<file path="config.mk">
export PLATFORM = sky130hd
export DESIGN_NAME = hazard_ctrl_flat
export DESIGN_NICKNAME = d
export VERILOG_FILES = /design/src/rtl/hazard_ctrl_if.sv /design/src/rtl/hazard_ctrl.sv /design/src/flat_wrapper.sv
export SDC_FILE = /design/constraint.sdc
export NUM_CORES = 1
export LEC_CHECK = 0
export ABC_CLOCK_PERIOD_IN_PS = 3300
export CORE_ASPECT_RATIO = 0.5
export CORE_MARGIN = 2
export CORE_UTILIZATION = 35
export DETAILED_ROUTE_END_ITERATION = 6
export DONT_BUFFER_PORTS = 1
export GPL_ROUTABILITY_DRIVEN = 0
export PLACE_DENSITY = 0.54
export SYNTH_ARGS = -nofsm -noshare
export SYNTH_HDL_FRONTEND = slang
export SYNTH_SLANG_ARGS = --single-unit
</file>
<file path="constraint.sdc">
create_clock -name clk_i -period 3.3 [get_ports clk_i]
set_input_delay 0.165 -clock clk_i [delete_from_list [all_inputs] [get_ports clk_i]]
set_output_delay 0.165 -clock clk_i [all_outputs]
set_load 0.02 [all_outputs]
</file>
<file path="src/rtl/hazard_ctrl_if.sv">
// Bundle of the hazard controller's pipeline-facing signals.
// The master side is the datapath/decoder; the slave side is the controller.
interface hazard_ctrl_if #(
    parameter int CNT_W = 16
);
    logic             idex_memread_i;
    logic [4:0]       idex_rt_i;
    logic [4:0]       ifid_rs_i;
    logic [4:0]       ifid_rt_i;
    logic             ifid_uses_rt_i;
    logic             branch_taken_i;
    logic             mem_busy_i;
    logic             pc_write_o;
    logic             ifid_write_o;
    logic             ifid_flush_o;
    logic             idex_flush_o;
    logic             exmem_flush_o;
    logic [1:0]       state_o;
    logic [CNT_W-1:0] stall_cnt_o;
    logic [CNT_W-1:0] flush_cnt_o;
    logic [CNT_W-1:0] freeze_cnt_o;

    modport master (
        output idex_memread_i, idex_rt_i, ifid_rs_i, ifid_rt_i, ifid_uses_rt_i,
               branch_taken_i, mem_busy_i,
        input  pc_write_o, ifid_write_o, ifid_flush_o, idex_flush_o, exmem_flush_o,
               state_o, stall_cnt_o, flush_cnt_o, freeze_cnt_o
    );

    modport slave (
        input  idex_memread_i, idex_rt_i, ifid_rs_i, ifid_rt_i, ifid_uses_rt_i,
               branch_taken_i, mem_busy_i,
        output pc_write_o, ifid_write_o, ifid_flush_o, idex_flush_o, exmem_flush_o,
               state_o, stall_cnt_o, flush_cnt_o, freeze_cnt_o
    );
endinterface

</file>
<file path="src/rtl/hazard_ctrl.sv">
// Pipeline sequencing controller for the 5-stage MIPS CPU: load-use stalls,
// taken-branch flushes, data-memory freezes with a pending-branch state, and
// saturating performance counters.
module hazard_ctrl #(
    parameter int CNT_W = 16
) (
    input  logic         clk_i,
    input  logic         rst_i,
    hazard_ctrl_if.slave bus
);

    typedef enum logic [1:0] {
        ST_RUN    = 2'b00,
        ST_FREEZE = 2'b01,
        ST_PEND   = 2'b10
    } state_t;

    typedef enum logic [1:0] {
        ACT_PASS,
        ACT_STALL,
        ACT_FLUSH,
        ACT_HOLD
    } act_t;

    state_t           state_q;
    state_t           state_nxt;
    act_t             act;
    logic             load_use;
    logic [CNT_W-1:0] stall_cnt_q;
    logic [CNT_W-1:0] flush_cnt_q;
    logic [CNT_W-1:0] freeze_cnt_q;

    // Counters stick at all-ones instead of wrapping.
    function automatic logic [CNT_W-1:0] sat_inc(input logic [CNT_W-1:0] v);
        return (&v) ? v : v + CNT_W'(1);
    endfunction

    // Action when memory is ready: a branch outranks a load-use hazard.
    function automatic act_t ready_action(input logic br, input logic lu);
        if (br)      return ACT_FLUSH;
        else if (lu) return ACT_STALL;
        else         return ACT_PASS;
    endfunction

    // Register zero never creates a dependency.
    always_comb begin
        load_use = bus.idex_memread_i && (bus.idex_rt_i != 5'd0) &&
                   ((bus.idex_rt_i == bus.ifid_rs_i) ||
                    (bus.ifid_uses_rt_i && (bus.idex_rt_i == bus.ifid_rt_i)));
    end

    // Next-state and action selection.
    always_comb begin
        state_nxt = state_q;
        act       = ACT_PASS;
        case (state_q)
            ST_RUN, ST_FREEZE: begin
                if (bus.mem_busy_i) begin
                    act = ACT_HOLD;
                    if (bus.branch_taken_i) state_nxt = ST_PEND;
                    else                    state_nxt = ST_FREEZE;
                end else begin
                    act       = ready_action(bus.branch_taken_i, load_use);
                    state_nxt = ST_RUN;
                end
            end
            ST_PEND: begin
                // The captured branch is replayed; new pulses and hazards are ignored.
                if (bus.mem_busy_i) begin
                    act = ACT_HOLD;
                end else begin
                    act       = ACT_FLUSH;
                    state_nxt = ST_RUN;
                end
            end
            default: begin
                act       = ACT_PASS;
                state_nxt = ST_RUN;
            end
        endcase
    end

    // Decode the action into enables/flushes; everything is held off during reset.
    always_comb begin
        bus.pc_write_o    = 1'b0;
        bus.ifid_write_o  = 1'b0;
        bus.ifid_flush_o  = 1'b0;
        bus.idex_flush_o  = 1'b0;
        bus.exmem_flush_o = 1'b0;
        if (!rst_i) begin
            case (act)
                ACT_PASS: begin
                    bus.pc_write_o   = 1'b1;
                    bus.ifid_write_o = 1'b1;
                end
                ACT_STALL: begin
                    bus.idex_flush_o = 1'b1;
                end
                ACT_FLUSH: begin
                    bus.pc_write_o    = 1'b1;
                    bus.ifid_write_o  = 1'b1;
                    bus.ifid_flush_o  = 1'b1;
                    bus.idex_flush_o  = 1'b1;
                    bus.exmem_flush_o = 1'b1;
                end
                default: ;
            endcase
        end
    end

    // State register; reset drops any pending branch.
    always_ff @(posedge clk_i or posedge rst_i) begin
        if (rst_i) state_q <= ST_RUN;
        else       state_q <= state_nxt;
    end

    // Performance counters, one per action class.
    always_ff @(posedge clk_i or posedge rst_i) begin
        if (rst_i) begin
            stall_cnt_q  <= '0;
            flush_cnt_q  <= '0;
            freeze_cnt_q <= '0;
        end else begin
            if (act == ACT_STALL) stall_cnt_q  <= sat_inc(stall_cnt_q);
            if (act == ACT_FLUSH) flush_cnt_q  <= sat_inc(flush_cnt_q);
            if (act == ACT_HOLD)  freeze_cnt_q <= sat_inc(freeze_cnt_q);
        end
    end

    assign bus.state_o      = state_q;
    assign bus.stall_cnt_o  = stall_cnt_q;
    assign bus.flush_cnt_o  = flush_cnt_q;
    assign bus.freeze_cnt_o = freeze_cnt_q;

endmodule

</file>
<file path="src/flat_wrapper.sv">
// flat-port wrapper written by rule: the top's interface ports become plain ports
module hazard_ctrl_flat 
#(
    parameter int CNT_W = 16
)
  (clk_i, rst_i, bus_idex_memread_i, bus_idex_rt_i, bus_ifid_rs_i, bus_ifid_rt_i, bus_ifid_uses_rt_i, bus_branch_taken_i, bus_mem_busy_i, bus_pc_write_o, bus_ifid_write_o, bus_ifid_flush_o, bus_idex_flush_o, bus_exmem_flush_o, bus_state_o, bus_stall_cnt_o, bus_flush_cnt_o, bus_freeze_cnt_o);
  hazard_ctrl_if #(.CNT_W(CNT_W)) bus_i ();
  input  logic clk_i;
  input  logic rst_i;
  input wire logic [$bits(bus_i.idex_memread_i)-1:0] bus_idex_memread_i;
  input wire logic [$bits(bus_i.idex_rt_i)-1:0] bus_idex_rt_i;
  input wire logic [$bits(bus_i.ifid_rs_i)-1:0] bus_ifid_rs_i;
  input wire logic [$bits(bus_i.ifid_rt_i)-1:0] bus_ifid_rt_i;
  input wire logic [$bits(bus_i.ifid_uses_rt_i)-1:0] bus_ifid_uses_rt_i;
  input wire logic [$bits(bus_i.branch_taken_i)-1:0] bus_branch_taken_i;
  input wire logic [$bits(bus_i.mem_busy_i)-1:0] bus_mem_busy_i;
  output wire logic [$bits(bus_i.pc_write_o)-1:0] bus_pc_write_o;
  output wire logic [$bits(bus_i.ifid_write_o)-1:0] bus_ifid_write_o;
  output wire logic [$bits(bus_i.ifid_flush_o)-1:0] bus_ifid_flush_o;
  output wire logic [$bits(bus_i.idex_flush_o)-1:0] bus_idex_flush_o;
  output wire logic [$bits(bus_i.exmem_flush_o)-1:0] bus_exmem_flush_o;
  output wire logic [$bits(bus_i.state_o)-1:0] bus_state_o;
  output wire logic [$bits(bus_i.stall_cnt_o)-1:0] bus_stall_cnt_o;
  output wire logic [$bits(bus_i.flush_cnt_o)-1:0] bus_flush_cnt_o;
  output wire logic [$bits(bus_i.freeze_cnt_o)-1:0] bus_freeze_cnt_o;
  assign bus_i.idex_memread_i = bus_idex_memread_i;
  assign bus_i.idex_rt_i = bus_idex_rt_i;
  assign bus_i.ifid_rs_i = bus_ifid_rs_i;
  assign bus_i.ifid_rt_i = bus_ifid_rt_i;
  assign bus_i.ifid_uses_rt_i = bus_ifid_uses_rt_i;
  assign bus_i.branch_taken_i = bus_branch_taken_i;
  assign bus_i.mem_busy_i = bus_mem_busy_i;
  assign bus_pc_write_o = bus_i.pc_write_o;
  assign bus_ifid_write_o = bus_i.ifid_write_o;
  assign bus_ifid_flush_o = bus_i.ifid_flush_o;
  assign bus_idex_flush_o = bus_i.idex_flush_o;
  assign bus_exmem_flush_o = bus_i.exmem_flush_o;
  assign bus_state_o = bus_i.state_o;
  assign bus_stall_cnt_o = bus_i.stall_cnt_o;
  assign bus_flush_cnt_o = bus_i.flush_cnt_o;
  assign bus_freeze_cnt_o = bus_i.freeze_cnt_o;
  hazard_ctrl #(.CNT_W(CNT_W)) u_core (.clk_i(clk_i), .rst_i(rst_i), .bus(bus_i));
endmodule
</file>
# Word level (Yosys, flattened, before mapping)
# Index checks and enable logic that the tools add are counted.
[word_totals]
register_bits = 50
in_bits = 21
output_inout_bits = 55
elab_cells = 49
[classes]
addsub = 3
eq_ne = 8
muxes = 15
bitwise = 3
n_reduce_logical = 16
[op_table]
columns = ["cell", "count"]
rows = [
  ["$add 16x1->16 const B", 3],
  ["$reduce_and 16->1", 3],
  ["$eq 5x5->1", 2],
  ["$mux 2", 5],
  ["$mux 1", 8],
  ["$pmux 2 s2", 2],
  ["$eq 2x2->1 const B", 3],
  ["$reduce_and 2->1", 3],
  ["$reduce_or 2->1", 3],
  ["$reduce_bool 5->1", 1],
  ["$eq 2x1->1 const B", 2],
  ["$logic_not 2->1", 2],
  ["$logic_and 1x1->1", 3],
  ["$not 1->1", 3],
  ["$ne 2x2->1 const B", 1],
  ["$logic_or 1x1->1", 1],
]

# Logic depth before layout (Yosys ltp)
# Gate-level depths: netlist (run 1).
[logic_depth]
ltp_word = 12
depth_mapped = 10
depth_no_buf = 10

# Worst setup path after synthesis (run 1)
# Ideal clock, no wire load.
[synth_path]
path_type = "reg-to-reg"
from = "register u_core.state_q[1] (netlist: u_core.bus.state_o[1])"
to = "register u_core.stall_cnt_q[13] (netlist: u_core.bus.stall_cnt_o[13])"
setup_time_ns = 0.125
arrival_ns = 2.239
setup_slack_ns = 0.936
stages_incl_launch_ff = 10
path_cell_list = "dfrtp_1 -> nor2_1 -> o211ai_1 -> o21ai_0 -> ha_1 -> and4_1 -> nand2_1 -> nor3_1 -> nand3_1 -> mux2_2"
[synth_between]
elab_chain_cells = 5
elab_cells_between_ends = 7
cone_classes = "eq/ne (3); mux (1); reduce/logical (3)"
[synth_lines]
columns = ["item", "line", "rtl"]
rows = [
  ["start, declared", "hazard_ctrl.sv:25", "state_t state_q;"],
  ["start signal, assigned", "hazard_ctrl.sv:114", "else state_q <= state_nxt;"],
  ["$eq 2x1->1 or $logic_not 2->1 (tied branches)", "hazard_ctrl.sv:56", "case (state_q)"],
  ["$reduce_or 2->1", "hazard_ctrl.sv:56", ""],
  ["$pmux 2 s2 *", "hazard_ctrl.sv:56", ""],
  ["$eq 2x1->1 *", "hazard_ctrl.sv:124", "if (act == ACT_STALL) stall_cnt_q <= sat_inc(stall_cnt_q);"],
  ["$reduce_and 2->1 (no line) *", "n/a", ""],
  ["end signal, assigned", "hazard_ctrl.sv:124", ""],
  ["end, declared", "hazard_ctrl.sv:29", "logic [CNT_W-1:0] stall_cnt_q;"],
]
# Mark *: on every way between the ends. The rest lies on a longest branch, timed or not.
# A chain may end at the register's enable or synchronous reset.

# Worst setup path in the final report (run 1)
# Ends and elaborated chain as after synthesis.

==> flow_summary.json, run 1 <==
{
  "port_buffers": 0,
  "setup.worst_path.class": "reg2reg",
  "worstSetupStartpointType": "flip-flop",
  "endpoint_kind": "flip-flop",
  "synth_cell_types": 34,
  "holdCritPathClass": "in2async",
  "worstPathMaxFanout": 5,
  "post_cts_buffers": 0,
  "drv_slew": 0,
  "max_cap_viol_count": 0,
  "final_hold_viol_count": 0,
  "drt_iter0_markers": 53,
  "drt.antenna.violating_nets": 0,
  "core-area_sq_um": 6858,
  "die-area_sq_um": 8018,
  "nFillCells": 672,
  "cp_top_family": "simple AND/OR/NAND/NOR gates",
  "cts_tree": "done",
  "finClkSkew_ps": 4.902,
  "syn_area_per_cell_sq_um": 10.31,
  "final_cell_mix": "50 x dfrtp_1, 33 x xnor2_1, 23 x nand3_1",
  "drive_gt1_share_pct": 6.349,
  "cts_resized": 0,
  "numCtsBuffers": 5,
  "clkLatencyLatePin_ps": 280,
  "std_cell_rows": 21,
  "p_leak_nw": 1.156,
  "layout.nets": 279,
  "critPathMaxStageDelay_ps": 470,
  "synthCells": 247,
  "clk_path_buf_depth": 2,
  "synth_sequential_area_ratio_pct": 49.12,
  "synth_seq_cells": 50,
  "wire_per_inst_microns": 14.98,
  "critPathBufInv": 0,
  "grt_pass1_wl_mm": 8.859,
  "final_common_cell": "dfrtp_1",
  "slew-limit-headroom_pct": 30.12,
  "vias": 1793,
  "multi_input_area_sq_um": 1255,
  "clkTransAtPathRegs_ps": 70,
  "final_util_pct": 40.59,
  "async_flop_share_pct": 100.0,
  "drt-pass1-iter-count": 4,
  "grtUsageTotal_pct": 13.69,
  "grt_antenna_before_repair": 0,
  "synth_area_sq_um": 2547,
  "seq_area_sq_um": 1251,
  "totalPowerFinal_mw": 1.730,
  "clock_sinks": 50,
  "dp_hpwl_mm": 3.861,
  "grt_max_degree": 51,
  "pre_cts_ws_ps": 643.5,
  "cts-htree-levels": 2,
  "period_needed_ps": 2674,
  "ys_warn_count": 0,
  "synth_edf_count": 0,
  "finalWorstSetupSlack_ps": 626.0,
  "boundaryPins": 76,
  "ys.flop_type": "dfrtp_1",
  "grt_pass1_vias": 1806,
  "crit_arrival_ps": 2840,
  "period_share_pct": 81.03,
  "n_antenna_cell": 0,
  "power_per_cell_area_nw_per_um2": 621.6,
  "slowest_stage": "dfrtp_1",
  "fmax_mhz": 374.0,
  "die-width_microns": 124.7,
  "fin_tns_setup_ps": 0,
  "area_delta_synth_final_pct": 9.283,
  "cp.required_ps": 3470,
  "initial_utilization_pct": 37.15,
  "remaining_drc_errors": 0,
  "grt_overflow_total": 0,
  "netlist_top_cells_area": "dfrtp_1 49%, xnor2_1 11%, xor2_1 5.2%",
  "drt_wl_total_mm": 5.152,
  "cts_root_buf": "clkbuf_16",
  "hold_buffers": 0,
  "ir_drop_uv": 269.0,
  "outcome": "completed",
  "whs_ps": 13.80,
  "fp.dieH_microns": 64.33,
  "setup_violations": 0,
  "tightestPinTransition_ps": 1047,
  "rsz0062_at_grt": "no",
  "crit_chain": "nor2_1, o211ai_1, o21ai_0, ha_1, and4_1, nand2_1, nor3_1, nand3_1, mux2_2",
  "synth_top_area_share_pct": 49.12,
  "synth_top_cell_by_area": "dfrtp_1",
  "synth_nets": 274,
  "viasPerCell": 5.212
}
==> layout make-up <==
class | instances | area share [%]
clock buffers | 6 | 4.629
inverters | 7 | 0.9438
multi-input cells | 188 | 45.08
clock inverters | 1 | 0.2697
flip-flops and latches | 50 | 44.94
well taps | 92 | 4.135
==> state kept, by name, summed over array words and instances (netlist names) <==
register	count
u_core.bus.flush_cnt_o	16
u_core.bus.freeze_cnt_o	16
u_core.bus.stall_cnt_o	16
u_core.bus.state_o	2
==> logic make-up after synthesis <==
kind of cell | Yosys count | share of synthesized area, %
DFF | 50 | 49.12
buffers and inverters | 9 | 1.621
and+or+nand+nor | 113 | 22.99
AOI/OAI and AO/OA | 15 | 4.175
muxes | 6 | 2.652
xor gates and xnor gates | 48 | 16.50
adders and majority gates | 6 | 2.947
==> Yosys cell counts (all sizes together), types with 6 or more instances <==
cell type and count:
xnor2 33, nand2 22, nor2 19, dfrtp 50, ha 6, and3 7
nand4 18, xor2 15, nand3 23, mux2 6, inv 7, nor3 7
==> worst paths after layout <==
path                                      startpoint                          end  slack [ps]  cells after the start
setup / recovery               u_core.bus.state_o[1]   u_core.bus.stall_cnt_o[13]         630                      9
hold reg to reg            u_core.bus.flush_cnt_o[5]    u_core.bus.flush_cnt_o[5]         630                      1
min in group clk_i                    bus_mem_busy_i        u_core.bus.state_o[0]          10                      1
max in group asynchronous                      rst_i   u_core.bus.flush_cnt_o[11]        2640                      1
hold / removal                                 rst_i  u_core.bus.freeze_cnt_o[12]          10                      1
setup reg to reg               u_core.bus.state_o[1]   u_core.bus.stall_cnt_o[13]         630                      9
==> stage by stage <==
stage                     cells  area, sq um
final                       344         2784
after global routing        344         2784
after CTS                   344         2784
after detailed placement    337         2648
after global placement      337         2648
after floorplan             247         2547
==> per-layer routing <==
layer / track usage [%] / wire (microns)
met1: 18.05 / 2459
met2: 22.20 / 2250
met3: 4.858 / 410
met4: 2.247 / 32
met5: 0 / 0
==> where the power goes <==
group	total, mW	switching (mW)	leakage, nW	internal, mW
Sequential	0.995	0.283	0.662	0.712
Clock	0.492	0.214	0.0629	0.277
Combinational	0.243	0.120	0.431	0.124
(Power assumes the default switching activity.)
==> run 2: changes to the inputs <==
- ABC_CLOCK_PERIOD_IN_PS: 3300 -> 2700
- clock period: 3.3 -> 2.7 ns (I/O delays scaled with it)
==> flow_summary.json, run 2 (synthesized netlist as in run 1, its figures left out) <==
{
  "core-area_sq_um": 6858,
  "crit_chain": "nor2_1, o211ai_1, o21ai_0, buf_4, ha_1, and3_1, nand3_1, nor3_1, xor2_1",
  "final_common_cell": "dfrtp_1",
  "p_seq_share_pct": 54.1,
  "drt-pass1-iter-count": 4,
  "die-width_microns": 124.7,
  "clock_sinks": 50,
  "r2r_end": "u_core.bus.freeze_cnt_o[13]",
  "viasPerCell": 5.243,
  "worstPathMaxFanout": 6,
  "design_area_sq_um": 2861,
  "cp.required_ps": 2920,
  "dp_hpwl_mm": 4.007,
  "p_sw_mw": 0.7908,
  "numCtsBuffers": 5,
  "crit_path_start": "u_core.bus.state_o[1]",
  "violations": "negative hold slack",
  "grt_antenna_before_repair": 0,
  "rr_worst_depth": 9,
  "period_needed_ps": 2382,
  "final_hold_viol_count": 28,
  "power_per_cell_area_nw_per_um2": 788.5,
  "holdCritPathClass": "in2async",
  "port_buffers": 0,
  "outcome": "complete, but fails checks",
  "rsz0062_at_grt": "no",
  "worstSetupStartpointType": "flip-flop",
  "post_cts_buffers": 0,
  "cp.depth": 9,
  "grtUsageTotal_pct": 14.86,
  "drv_slew": 0,
  "wire_per_inst_microns": 15.73,
  "remaining_drc_errors": 0,
  "cp_top_family": "simple AND/OR/NAND/NOR gates",
  "setup_violations": 0,
  "switching_share_pct": 35.05,
  "period_share_pct": 88.20,
  "critPathMaxStageDelay_ps": 480,
  "ir_drop_uv": 400.5,
  "clk_path_buf_depth": 2,
  "tightestPinTransition_ps": 1075,
  "slew-limit-headroom_pct": 28.26,
  "vias": 1835,
  "die-area_sq_um": 8018,
  "grt_pass1_vias": 1898,
  "grt_max_degree": 51,
  "reg2reg_from": "u_core.bus.state_o[1]",
  "drive_gt1_share_pct": 8.140,
  "fp.dieH_microns": 64.33,
  "initial_utilization_pct": 37.15,
  "whs_ps": -9.612,
  "layout.nets": 284,
  "final_cell_mix": "50 x dfrtp_1, 33 x xnor2_1, 23 x nand3_1",
  "slowest_stage": "dfrtp_1",
  "cts_root_buf": "clkbuf_16",
  "n_antenna_cell": 0,
  "clkLatencyLatePin_ps": 290,
  "clkTransAtPathRegs_ps": 70,
  "power_frac_clock_pct": 32.0,
  "pwr-share-comb_pct": 13.9,
  "final_util_pct": 41.73,
  "drt_wl_total_mm": 5.507,
  "endpoint": "u_core.bus.freeze_cnt_o[13]",
  "finClkSkew_ps": 4.329,
  "crit_arrival_ps": 2600,
  "cts-htree-levels": 2,
  "drt_iter0_markers": 98,
  "area_delta_synth_final_pct": 12.33,
  "grt_pass1_wl_mm": 9.542,
  "fmax_mhz": 419.9,
  "p_int_mw": 1.465,
  "std_cell_rows": 21,
  "endpoint_kind": "flip-flop",
  "reg2reg_slack_ps": 320,
  "fin_tns_setup_ps": 0,
  "max_cap_viol_count": 0,
  "setup.worst_path.class": "reg2reg",
  "place_area_sq_um": 2670,
  "p_leak_nw": 1.194,
  "boundaryPins": 76,
  "cts_tree": "done",
  "critPathBufInv": 1,
  "grt_overflow_total": 0,
  "drt.antenna.violating_nets": 0
}
-- run 2: cell types whose count changed in the layout (fill, tap and decap cells not counted) --
cell / before / now
bufinv_16: 0 / 1
dlygate4sd3_1: 0 / 2
nor3_1: 7 / 6
buf_4: 0 / 3
nor3_2: 0 / 1
-- run 2: how the worst min path moves through the flow --
stage / startpoint / endpoint / slack (ps) / cells past startpoint
after floorplan: bus_mem_busy_i / u_core.bus.state_o[0] / 260 / 1
after global placement: bus_mem_busy_i / u_core.bus.state_o[0] / 270 / 1
after detailed placement: bus_mem_busy_i / u_core.bus.state_o[0] / 270 / 1
after CTS: rst_i / u_core.bus.freeze_cnt_o[12] / 30 / 1
after global routing: rst_i / u_core.bus.flush_cnt_o[9] / 90 / 1
final: rst_i / u_core.bus.freeze_cnt_o[12] / -10 / 1
-- run 2: stage by stage --
stage / hold slack, ps / setup WS, ps / power, mW / std cells
2_1_floorplan: 263.6 / 336.5 / 1.435 / 247
3_3_place_gp: 265.9 / 349.5 / 1.528 / 340
3_5_place_dp: 267.1 / 250.8 / 1.558 / 340
4_1_cts: 32.26 / 239.8 / 2.293 / 350
5_1_grt: 89.61 / 77.44 / 2.391 / 350
6_report: -9.612 / 318.5 / 2.256 / 350
-- run 2: per-layer routing --
layer  global-route usage (%)  vias to the layer above  share of wire (%)
met4                    4.213                        0                1.1
met1                    17.91                      889                 46
met2                    24.93                       43                 46
met5                        0                        -                  0
met3                    5.863                        5                6.4
li1                         -                      898                  -
-- run 2: repair_timing --
item                       4_1_cts  5_1_grt
setup endpoints to repair        0        1
gates resized for setup          0        1
hold endpoints to repair         2        0
hold buffers                     2        0
-- run 2: cell type report --
type / instances / area, sq um
well taps: 92 / 115.1
repair buffers: 5 / 42.54
clock buffers: 6 / 128.9
fillers: 668 / 3996
flip-flops and latches: 50 / 1251
clock inverters: 2 / 37.54
multi-input cells: 188 / 1260
inverters: 7 / 26.28
-- run 2: power groups by stage --
stage | combinational (mW) | clock (mW) | sequential, mW
global placement | 0.296 | 0 | 1.23
detailed placement | 0.315 | 0 | 1.24
finish | 0.314 | 0.721 | 1.22
global route | 0.364 | 0.777 | 1.25
CTS | 0.320 | 0.745 | 1.23
floorplan | 0.257 | 0 | 1.18
-- run 2: worst reg2reg max path, delay by kind of cell, from the launching register on --
family / cells / cell delay (ps)
adder cells (fa/ha/maj): 1 / 270
AO/OA/AOI/OAI: 2 / 400
flip-flops: 1 / 480
buffers and inverters: 1 / 190
AND/OR/NAND/NOR: 4 / 820
XOR/XNOR: 1 / 160
